**src/rtl/pc_sequencer.sv**
```systemverilog
// pc_sequencer: owns the fetch program counter. Every cycle the PC advances
// by 4, holds on a stall, or is redirected by a trap, jump or taken branch.
// Each accepted redirect is followed by FLUSH_CYCLES bubble cycles.
//
// state    | meaning
// ---------+-----------------------------------------------------------
// ST_BOOT  | one cycle after reset; requests ignored, PC = RESET_VECTOR
// ST_RUN   | normal fetch; redirects accepted, stall holds the PC
// ST_FLUSH | bubbles after a redirect; only Trap is honoured
module pc_sequencer #(
    parameter logic [31:0] RESET_VECTOR = 32'h0000_0000,
    parameter logic [31:0] TRAP_VECTOR  = 32'h0000_0080,
    parameter int unsigned FLUSH_CYCLES = 1
) (
    input  logic        Clk,
    input  logic        Reset,
    input  logic        Stall,
    input  logic        Branch_Taken,
    input  logic [31:0] Branch_Base,
    input  logic [31:0] Branch_Offset,
    input  logic        Jump,
    input  logic [31:0] Jump_Target,
    input  logic        Trap,
    output logic [31:0] PC,
    output logic [31:0] PC_Plus4,
    output logic        Fetch_Valid,
    output logic        Flush,
    output logic        Err_Align
);

    // Down-counter reload value; the counter reaching zero ends the flush.
    localparam logic [1:0] FLUSH_LOAD = 2'(FLUSH_CYCLES - 1);

    typedef enum logic [1:0] {
        ST_BOOT  = 2'd0,
        ST_RUN   = 2'd1,
        ST_FLUSH = 2'd2
    } state_t;

    state_t      state_q, state_d;
    logic [31:0] pc_q, pc_d;
    logic [1:0]  cnt_q, cnt_d;
    logic        err_align_q, err_align_d;

    logic [31:0] pc_plus4;
    logic [31:0] branch_target;
    logic        jump_misaligned;

    assign pc_plus4        = pc_q + 32'd4;
    assign branch_target   = Branch_Base + 32'd4 + (Branch_Offset << 2);
    assign jump_misaligned = (Jump_Target[1:0] != 2'b00);

    // Next-state, next-PC and flush counter selection with redirect priority.
    always_comb begin
        state_d     = state_q;
        pc_d        = pc_q;
        cnt_d       = cnt_q;
        err_align_d = 1'b0;
        case (state_q)
            ST_BOOT: begin
                state_d = ST_RUN;
            end
            ST_RUN: begin
                if (Trap) begin
                    pc_d    = TRAP_VECTOR;
                    cnt_d   = FLUSH_LOAD;
                    state_d = ST_FLUSH;
                end else if (Jump && jump_misaligned) begin
                    pc_d        = TRAP_VECTOR;
                    cnt_d       = FLUSH_LOAD;
                    state_d     = ST_FLUSH;
                    err_align_d = 1'b1;
                end else if (Jump) begin
                    pc_d    = Jump_Target;
                    cnt_d   = FLUSH_LOAD;
                    state_d = ST_FLUSH;
                end else if (Branch_Taken) begin
                    pc_d    = branch_target;
                    cnt_d   = FLUSH_LOAD;
                    state_d = ST_FLUSH;
                end else if (!Stall) begin
                    pc_d = pc_plus4;
                end
            end
            ST_FLUSH: begin
                // Jump/branch here come from squashed instructions; only a
                // trap can redirect again, and it restarts the full flush.
                if (Trap) begin
                    pc_d  = TRAP_VECTOR;
                    cnt_d = FLUSH_LOAD;
                end else if (cnt_q == 2'd0) begin
                    state_d = ST_RUN;
                end else begin
                    cnt_d = cnt_q - 2'd1;
                end
            end
            default: begin
                state_d = ST_BOOT;
            end
        endcase
    end

    // State, PC, counter and alignment-error registers; reset wins over all.
    always_ff @(posedge Clk) begin
        if (Reset) begin
            state_q     <= ST_BOOT;
            pc_q        <= RESET_VECTOR;
            cnt_q       <= 2'd0;
            err_align_q <= 1'b0;
        end else begin
            state_q     <= state_d;
            pc_q        <= pc_d;
            cnt_q       <= cnt_d;
            err_align_q <= err_align_d;
        end
    end

    assign PC          = pc_q;
    assign PC_Plus4    = pc_plus4;
    assign Fetch_Valid = (state_q == ST_RUN) && !Stall;
    assign Flush       = (state_q == ST_FLUSH);
    assign Err_Align   = err_align_q;

endmodule

```
**config.mk**
```make
export PLATFORM = sky130hd
export DESIGN_NAME = pc_sequencer
export DESIGN_NICKNAME = d
export VERILOG_FILES = /design/src/rtl/pc_sequencer.sv
export SDC_FILE = /design/constraint.sdc
export NUM_CORES = 1
export LEC_CHECK = 0
export ABC_CLOCK_PERIOD_IN_PS = 4600
export CORE_UTILIZATION = 35
export DETAILED_ROUTE_END_ITERATION = 6
export PLACE_DENSITY = 0.62
export SYNTH_ARGS = -nofsm -noshare
export SYNTH_HDL_FRONTEND = slang
export SYNTH_SLANG_ARGS = --single-unit
```
**constraint.sdc**
```tcl
create_clock -name Clk -period 4.6 [get_ports Clk]
set_input_delay 0.92 -clock Clk [delete_from_list [all_inputs] [get_ports Clk]]
set_output_delay 0.92 -clock Clk [all_outputs]
set_load 0.02 [all_outputs]
```
Yosys cells after proc, flatten, opt, wreduce, memory -nomap -nowiden
Index checks and enable logic that the tools add are counted.
- output and inout port bits: 67
- register bits after elaboration: 37
- word-level logic and storage cells: 50
- bits of input ports: 102
- bitwise logic cells: 1
- mux-type cells: 22
- eq/ne operators: 8
- $add $sub $neg: 4
- reduce and logical (&&, ||, !) cells: 11
- operator list (kind ; count):
    32-bit two-way mux ; 6
    32-bit by 3-bit adder with 32-bit output (second input constant) ; 2
    32-bit case mux with 2 select lines ; 1
    32-bit adder ; 1
    2-bit two-way mux ; 12
    3-bit AND reduction ; 3
    6-bit != test (second input constant) ; 1
    2-bit case mux with 3 select lines ; 1
    5-bit != test (second input constant) ; 1
    2-bit zero test ; 2
    2-bit != test (second input constant) ; 2
    2-bit case mux with 2 select lines ; 1
    2-bit nonzero test ; 2
    3-bit != test (second input constant) ; 1
    3-bit OR reduction ; 1
    2-bit by 1-bit == test with 1-bit output (second input constant) ; 1
    2-bit == test (second input constant) ; 1
    1-bit logical AND ; 2
    2-bit by 1-bit != test with 1-bit output (second input constant) ; 1
    2-bit by 1-bit subtractor with 2-bit output (second input constant) ; 1
    1-bit zero test ; 1
    1-bit two-way mux ; 1
    1-bit inverter ; 1

Logic depth before layout (Yosys ltp)
Gate-level depths: netlist of run 1.
- depth after elaboration: 7
- gate-level depth with buffers: 14

Worst setup path after synthesis of run 1
Ideal clock, no wire load.
- kind: input to register
- start: input Branch_Base[3]
- end: register pc_q[31] (netlist: PC[31])
- buffers on the path: 0
- library setup time: 0.103 ns
- path slack: 1.231 ns
- arrival time: 3.266 ns
- stages: 12
- path through: ha_1 -> ha_1 -> inv_1 -> fa_1 -> nor2b_1 -> o2111ai_1 -> nor4bb_1 -> or2_1 -> a211oi_2 -> o21ai_1 -> mux2i_1 -> a2111oi_2
- word-level cells in the longest chain between the ends: 7
- ends and longest elaborated chain (item ; line ; text):
    from (decl) ; 19 ; input logic [31:0] Branch_Base,
    32-bit by 3-bit adder with 32-bit output ; 50 ; assign branch_target = Branch_Base + 32'd4 + (Branch_Offset << 2);
    32-bit adder ; 50 ;
    32-bit two-way mux ; 77 ; end else if (Branch_Taken) begin
    32-bit two-way mux ; 73 ; end else if (Jump) begin
    32-bit two-way mux ; 68 ; end else if (Jump && jump_misaligned) begin
    32-bit two-way mux ; 64 ; if (Trap) begin
    32-bit case mux with 2 select lines ; 59 ; case (state_q)
    to (signal assigned) ; 112 ; pc_q <= pc_d;
    to (decl) ; 41 ; logic [31:0] pc_q, pc_d;
No other way between the ends.
A chain may end at the register's enable or synchronous reset.

Worst setup path after layout of run 1
- start: input Branch_Base[10]
- end: register pc_q[29] (netlist: PC[29])
The elaborated chain is that of the path after synthesis.

==> impl_metrics.ini, run 1 <==
[status]
outcome = finished clean

[clocking]
post_cts_buffers = 0
cts_sinks = 37
clock_latency_ns = 0.28
htree_levels = 2
clockRootBuffer = clkbuf_16
hold_buffers = 0
cts_resized = 0
cts_tree = built
cts_buffers = 5
clock_path_buffers = 2
path_clk_slew_ns = 0.06

[setup_path]
end_kind = register
crit_type = in2reg
crit_start = Branch_Base[10]
r2r_cells = 10
endpoint = PC[29]$_SDFFE_PP0P_
crit_fanout = 7
cp.required_ns = 4.77
critPathArrivalTime_ns = 4.32
start_kind = input pin
ff2ff_setup_slack_ns = 1.98
timing.rr.start = state_q[0]$_SDFFE_PP0P_
worstReg2RegEnd = PC[31]$_SDFFE_PP0P_

[power_and_ir_drop]
p_per_area_nw_per_um2 = 228.0
p_total_uw = 1467
p_leak_uw = 0.002624
peakVddDrop_mv = 0.1414

[logic_synthesis]
yosysTopAreaCell = ha_1
synth-seq-cells = 37
syn_area_um2 = 4483
netlist_top_cells_area = ha_1 (17%), dfxtp_1 (17%), xnor2_1 (5.9%), nand2_1 (5.5%), a21oi_1 (5.2%)
async_flop_share_pct = 0
yosysMostFrequentCell = nand2_1
syn_avg_cell_area_um2 = 7.716
synth_top_area_share_pct = 17.30
synth_edf_count = 0
synth_common_cells = nand2_1 (66), ha_1 (62), nor2_1 (50)
yosysWarnings = 0
yosysUniqueCellTypes = 73
syn_inst = 581
synth_seq_area_share_pct = 16.52
dominantRegCellSynth = dfxtp_1
syn_nets = 746

[floorplan]
dieHeight_um = 115.2
fp.dieW_um = 115.2
die_area_um2 = 13270
initial_core_util_pct = 36.56
fp-row-count = 40
io_pins = 169
core_um2 = 12260

[grt]
grt_usage_pct = 22.10
grt_max_degree = 29
grt_pass1_wl_um = 23270
grt_pass1_vias = 4845
grt-ovfl-total = 0
antenna_found_initial = 0

[timing]
worst_pin_slew_ns = 0.7195
fin_crit_sh_pct = 90.04
rsz0062_at_grt = false
max_clock_freq_mhz = 241.4
slew_viol_final = 0
tns_ns = 0
finClkSkew_ns = 0.004537
setup_violations = 0
hold-worst-slack_ns = 0.4656
slew_headroom_pct = 50.79
final.min_clock_period_ns = 4.142
hold_viol_final = 0

[detailed_routing]
drt_iter0_markers = 374
vias_per_cell = 5.497
first_pass_iters = 5
dr_total_vias = 4964
drcViolationCount = 0
wl_per_cell_um = 16.11
wl_um = 14550
ant_nets = 0

[hold_path]
hp-class = reg2reg

[flow_run]
drv_cap = 0

[final_layout]
fin_nets = 900
diodes = 0
area.growth.synth_to_final_pct = 43.51
stdcell_area_um2 = 6434
drive_gt1_share_pct = 6.259

[placement]
routabilityCongestion = 0.9344
dpl.hpwl_um = 11560
io_buffers = 166
postPlaceCellArea_um2 = 6291
==> flip-flops by register name, summed over array words and instances, names as in the netlist <==
name       count
Err_Align      1
PC            32
cnt_q          2
state_q        2
==> kinds of logic after synthesis <==
| family | after synthesis | synth area share (%) |
|---|---|---|
| buffers and inverters | 50 | 4.689 |
| AND/OR/NAND/NOR | 196 | 22.94 |
| adder cells (fa/ha/maj) | 63 | 17.75 |
| multiplexers | 2 | 0.4466 |
| flip-flops | 37 | 16.52 |
| XOR/XNOR | 51 | 10.30 |
| AO/OA/AOI/OAI | 182 | 27.35 |
==> layout make-up <==
class	count	area, um2
fillers	1237	5828
inverters	23	86.33
well taps	168	210.2
flip-flops and latches	37	740.7
clock buffers	7	142.6
repair buffers	174	1722
multi-input cells	494	3532
==> where the power goes <==
group | switching, uW | total (uW) | internal, uW
clock network | 126 | 339 | 213
logic | 405 | 747 | 342
registers | 36.8 | 381 | 344
==> through the flow <==
| step | util (%) | std cells | worst slack (ns) |
|---|---|---|---|
| 5_1_grt | 52.47 | 903 | 0.3627 |
| 4_1_cts | 52.47 | 903 | 0.6097 |
| 2_1_floorplan | - | 581 | 1.231 |
| 3_5_place_dp | 51.31 | 896 | 0.3496 |
| 6_report | 52.47 | 903 | 0.4581 |
| 3_3_place_gp | 51.31 | 896 | 0.4167 |
==> worst max-delay path, stage by stage <==
cell and delay, ns:
clkdlybuf4s50_1 0.40, ha_1 0.30, ha_1 0.40, a211oi_1 0.27, nor2_1 0.14, nor4bb_1 0.56
or2_1 0.24, a211oi_2 0.13, o41ai_1 0.52, o2bb2ai_1 0.15, a311oi_1 0.28
==> metal layers <==
layer | wire [um] | vias up | track usage [%]
met2 | 6836 | 210 | 38.39
met5 | 0 | - | 0
met4 | 164 | 0 | 4.156
li1 | - | 2445 | -
met3 | 1002 | 12 | 3.479
met1 | 6546 | 2297 | 28.97
==> worst min path at each step <==
stage | startpoint | to | slack, ns | cells after the start
detailed placement | cnt_q[1]$_SDFFE_PP0P_ | cnt_q[1]$_SDFFE_PP0P_ | 0.46 | 2
finish | cnt_q[1]$_SDFFE_PP0P_ | cnt_q[1]$_SDFFE_PP0P_ | 0.47 | 2
global placement | cnt_q[1]$_SDFFE_PP0P_ | cnt_q[1]$_SDFFE_PP0P_ | 0.44 | 2
global route | cnt_q[1]$_SDFFE_PP0P_ | cnt_q[1]$_SDFFE_PP0P_ | 0.50 | 2
CTS | cnt_q[1]$_SDFFE_PP0P_ | cnt_q[1]$_SDFFE_PP0P_ | 0.46 | 2
floorplan | cnt_q[1]$_SDFFE_PP0P_ | cnt_q[1]$_SDFFE_PP0P_ | 0.43 | 2
==> layout by cell type, fill, tap and decap left out, types with 7 or more instances in the layout <==
cell             synthesis  layout
nor2_1                  50      50
nand2_1                 66      66
o21ai_1                 10      10
xor2_1                  19      19
a21oi_1                 47      47
nand2b_1                 7       7
dfxtp_1                 37      37
o221ai_1                11      11
nor3_1                  10      10
a21o_1                  13      13
o21ai_0                 33      33
inv_1                   22      22
ha_1                    62      62
buf_4                    3       8
a31oi_1                  9       9
nand3_1                 14      14
clkdlybuf4s50_1          0     166
or3_1                    7       7
xnor2_1                 30      30
No activity file was read; power rests on OpenSTA's default activity.
==> inputs of run 2 (changes only) <==
--- a/config.mk
+++ b/config.mk
@@ -6,9 +6,10 @@
 export NUM_CORES = 1
 export LEC_CHECK = 0
 export ABC_CLOCK_PERIOD_IN_PS = 4600
-export CORE_UTILIZATION = 35
+export CORE_UTILIZATION = 25
 export DETAILED_ROUTE_END_ITERATION = 6
-export PLACE_DENSITY = 0.62
+export MAX_ROUTING_LAYER = met4
+export PLACE_DENSITY = 0.46
 export SYNTH_ARGS = -nofsm -noshare
 export SYNTH_HDL_FRONTEND = slang
 export SYNTH_SLANG_ARGS = --single-unit
==> run 2 against run 1 <==
Effect of this change:
- clock power is 34% higher
- clock-buffer cell count is 2 lower
- die area is 39% higher
- first-iteration DRC count is 34% lower
- combinational power is 2% higher
- critical endpoint is now PC[31]$_SDFFE_PP0P_
- largest cell class unchanged
==> impl_metrics.ini, run 2 (same netlist as run 1, synthesis figures left out) <==
[final_layout]
stdcell_count = 962
final_cell_mix = clkdlybuf4s50_1 (166), nand2_1 (66), ha_1 (62)
multi_input_area_um2 = 3537
stdcell_area_um2 = 6565
fin_nets = 901
diodes = 0
final_common_cell = clkdlybuf4s50_1
drive_gt1_share_pct = 6.784
regArea_um2 = 740.7
largest_reg_flops = 32
area.growth.synth_to_final_pct = 46.44
nFillCells = 1813

[setup_path]
cp.required_ns = 4.78
crit_start = Branch_Base[2]
ff2ff_setup_slack_ns = 2.01
critPathArrivalTime_ns = 4.18
end_kind = register
start_kind = input pin
crit_fanout = 3
crit_type = in2reg
timing.rr.start = PC[2]$_SDFFE_PP0P_

[timing]
finClkSkew_ns = 0.006101
slew_headroom_pct = 53.44
final.min_clock_period_ns = 4.001
fin_crit_sh_pct = 86.98
rsz0062_at_grt = false
worst_pin_slew_ns = 0.6808
hold_viol_final = 0
setup_violations = 0
slew_viol_final = 0
max_clock_freq_mhz = 249.9
hold-worst-slack_ns = 0.4547
tns_ns = 0

[clocking]
path_clk_slew_ns = 0.06
cts_buffers = 5
clock_latency_ns = 0.28
cts_resized = 0
htree_levels = 2
post_cts_buffers = 0
cts_tree = built
cts_sinks = 37
clockRootBuffer = clkbuf_16
hold_buffers = 0
clock_path_buffers = 2

[grt]
grt_usage_pct = 17.97
grt_max_degree = 28
grt_pass1_wl_um = 25150
grt-ovfl-total = 0
grt_pass1_vias = 4719
antenna_found_initial = 0

[floorplan]
core_um2 = 17420
fp.dieW_um = 135.9
io_pins = 169
dieHeight_um = 135.9
initial_core_util_pct = 25.74
fp-row-count = 48
die_area_um2 = 18470

[power_and_ir_drop]
p_total_uw = 1595
switching_power_uw = 597.7
peakVddDrop_mv = 0.1372
pwr-share-clk_pct = 28.6
seqPwrFrac_pct = 23.8
intPower_uw = 996.8
switching_share_pct = 37.49
p_per_area_nw_per_um2 = 242.9
comb_power_share_pct = 47.6
p_leak_uw = 0.002653

[placement]
dpl.hpwl_um = 13020
postPlaceCellArea_um2 = 6375
io_buffers = 166
placed_cells = 954
routabilityCongestion = 0.8840

[hold_path]
min_from = cnt_q[1]$_SDFFE_PP0P_
hp-class = reg2reg

[detailed_routing]
dr_total_vias = 4848
drcViolationCount = 0
wl_per_cell_um = 16.73
ant_nets = 0
wl_um = 16100
drt_iter0_markers = 246
first_pass_iters = 4
vias_per_cell = 5.040

[status]
outcome = finished clean

[flow_run]
drv_cap = 0
-- run 2: layer usage --
layer | vias to the layer above | part of all wire (%) | global-route usage, %
li1 | 2446 | - | -
met5 | - | 0 | -
met1 | 2260 | 47 | 23.16
met3 | 12 | 4.9 | 2.013
met4 | 0 | 1.1 | 3.272
met2 | 130 | 47 | 30.33
-- run 2: worst paths after layout --
path,end,depth (start not counted)
worst max-delay path,PC[31]$_SDFFE_PP0P_,15
worst max register to register,PC[28]$_SDFFE_PP0P_,9
worst min-delay path,cnt_q[1]$_SDFFE_PP0P_,2
worst min register to register,cnt_q[1]$_SDFFE_PP0P_,2
-- run 2: per-stage QoR --
step,setup WS [ns],util [%]
after floorplan,1.231,-
after global placement,0.3479,36.60
after detailed placement,0.3183,36.60
after CTS,0.5851,37.69
after global routing,0.4026,37.69
final,0.5988,37.69
-- run 2: power by group through the flow --
stage | Combinational [uW] | Clock, uW | Sequential (uW)
5_1_grt | 837 | 478 | 384
6_report | 759 | 455 | 380
4_1_cts | 766 | 465 | 380
2_1_floorplan | 439 | 0 | 400
3_5_place_dp | 760 | 0 | 387
3_3_place_gp | 758 | 0 | 387
-- run 2: critical path: stages --
cell and delay (ns):
clkdlybuf4s50_1 0.45, inv_1 0.04, ha_1 0.18, inv_1 0.06, ha_1 0.21, inv_1 0.07
fa_1 0.38, nor2b_1 0.21, o2111ai_1 0.17, nor4bb_1 0.20, or2_1 0.28, a211oi_2 0.36
o21ai_1 0.16, mux2i_1 0.15, a2111oi_2 0.34
-- run 2: layout make-up --
cell class              instances  share of cell area (%)
flip-flops and latches         37                   11.28
well taps                     225                   4.288
inverters                      23                   1.315
clock buffers                   5                   1.906
repair buffers                175                   26.34
multi-input cells             494                   53.88
clock inverters                 3                  0.9910
==> inputs of run 3 (changes only) <==
--- a/config.mk
+++ b/config.mk
@@ -6,6 +6,7 @@
 export NUM_CORES = 1
 export LEC_CHECK = 0
 export ABC_CLOCK_PERIOD_IN_PS = 4600
+export CAP_MARGIN = 10
 export CORE_UTILIZATION = 25
 export DETAILED_ROUTE_END_ITERATION = 6
 export MAX_ROUTING_LAYER = met4
==> results of run 3 <==
No change in the layout: final DEF, timing and power equal those of run 2.
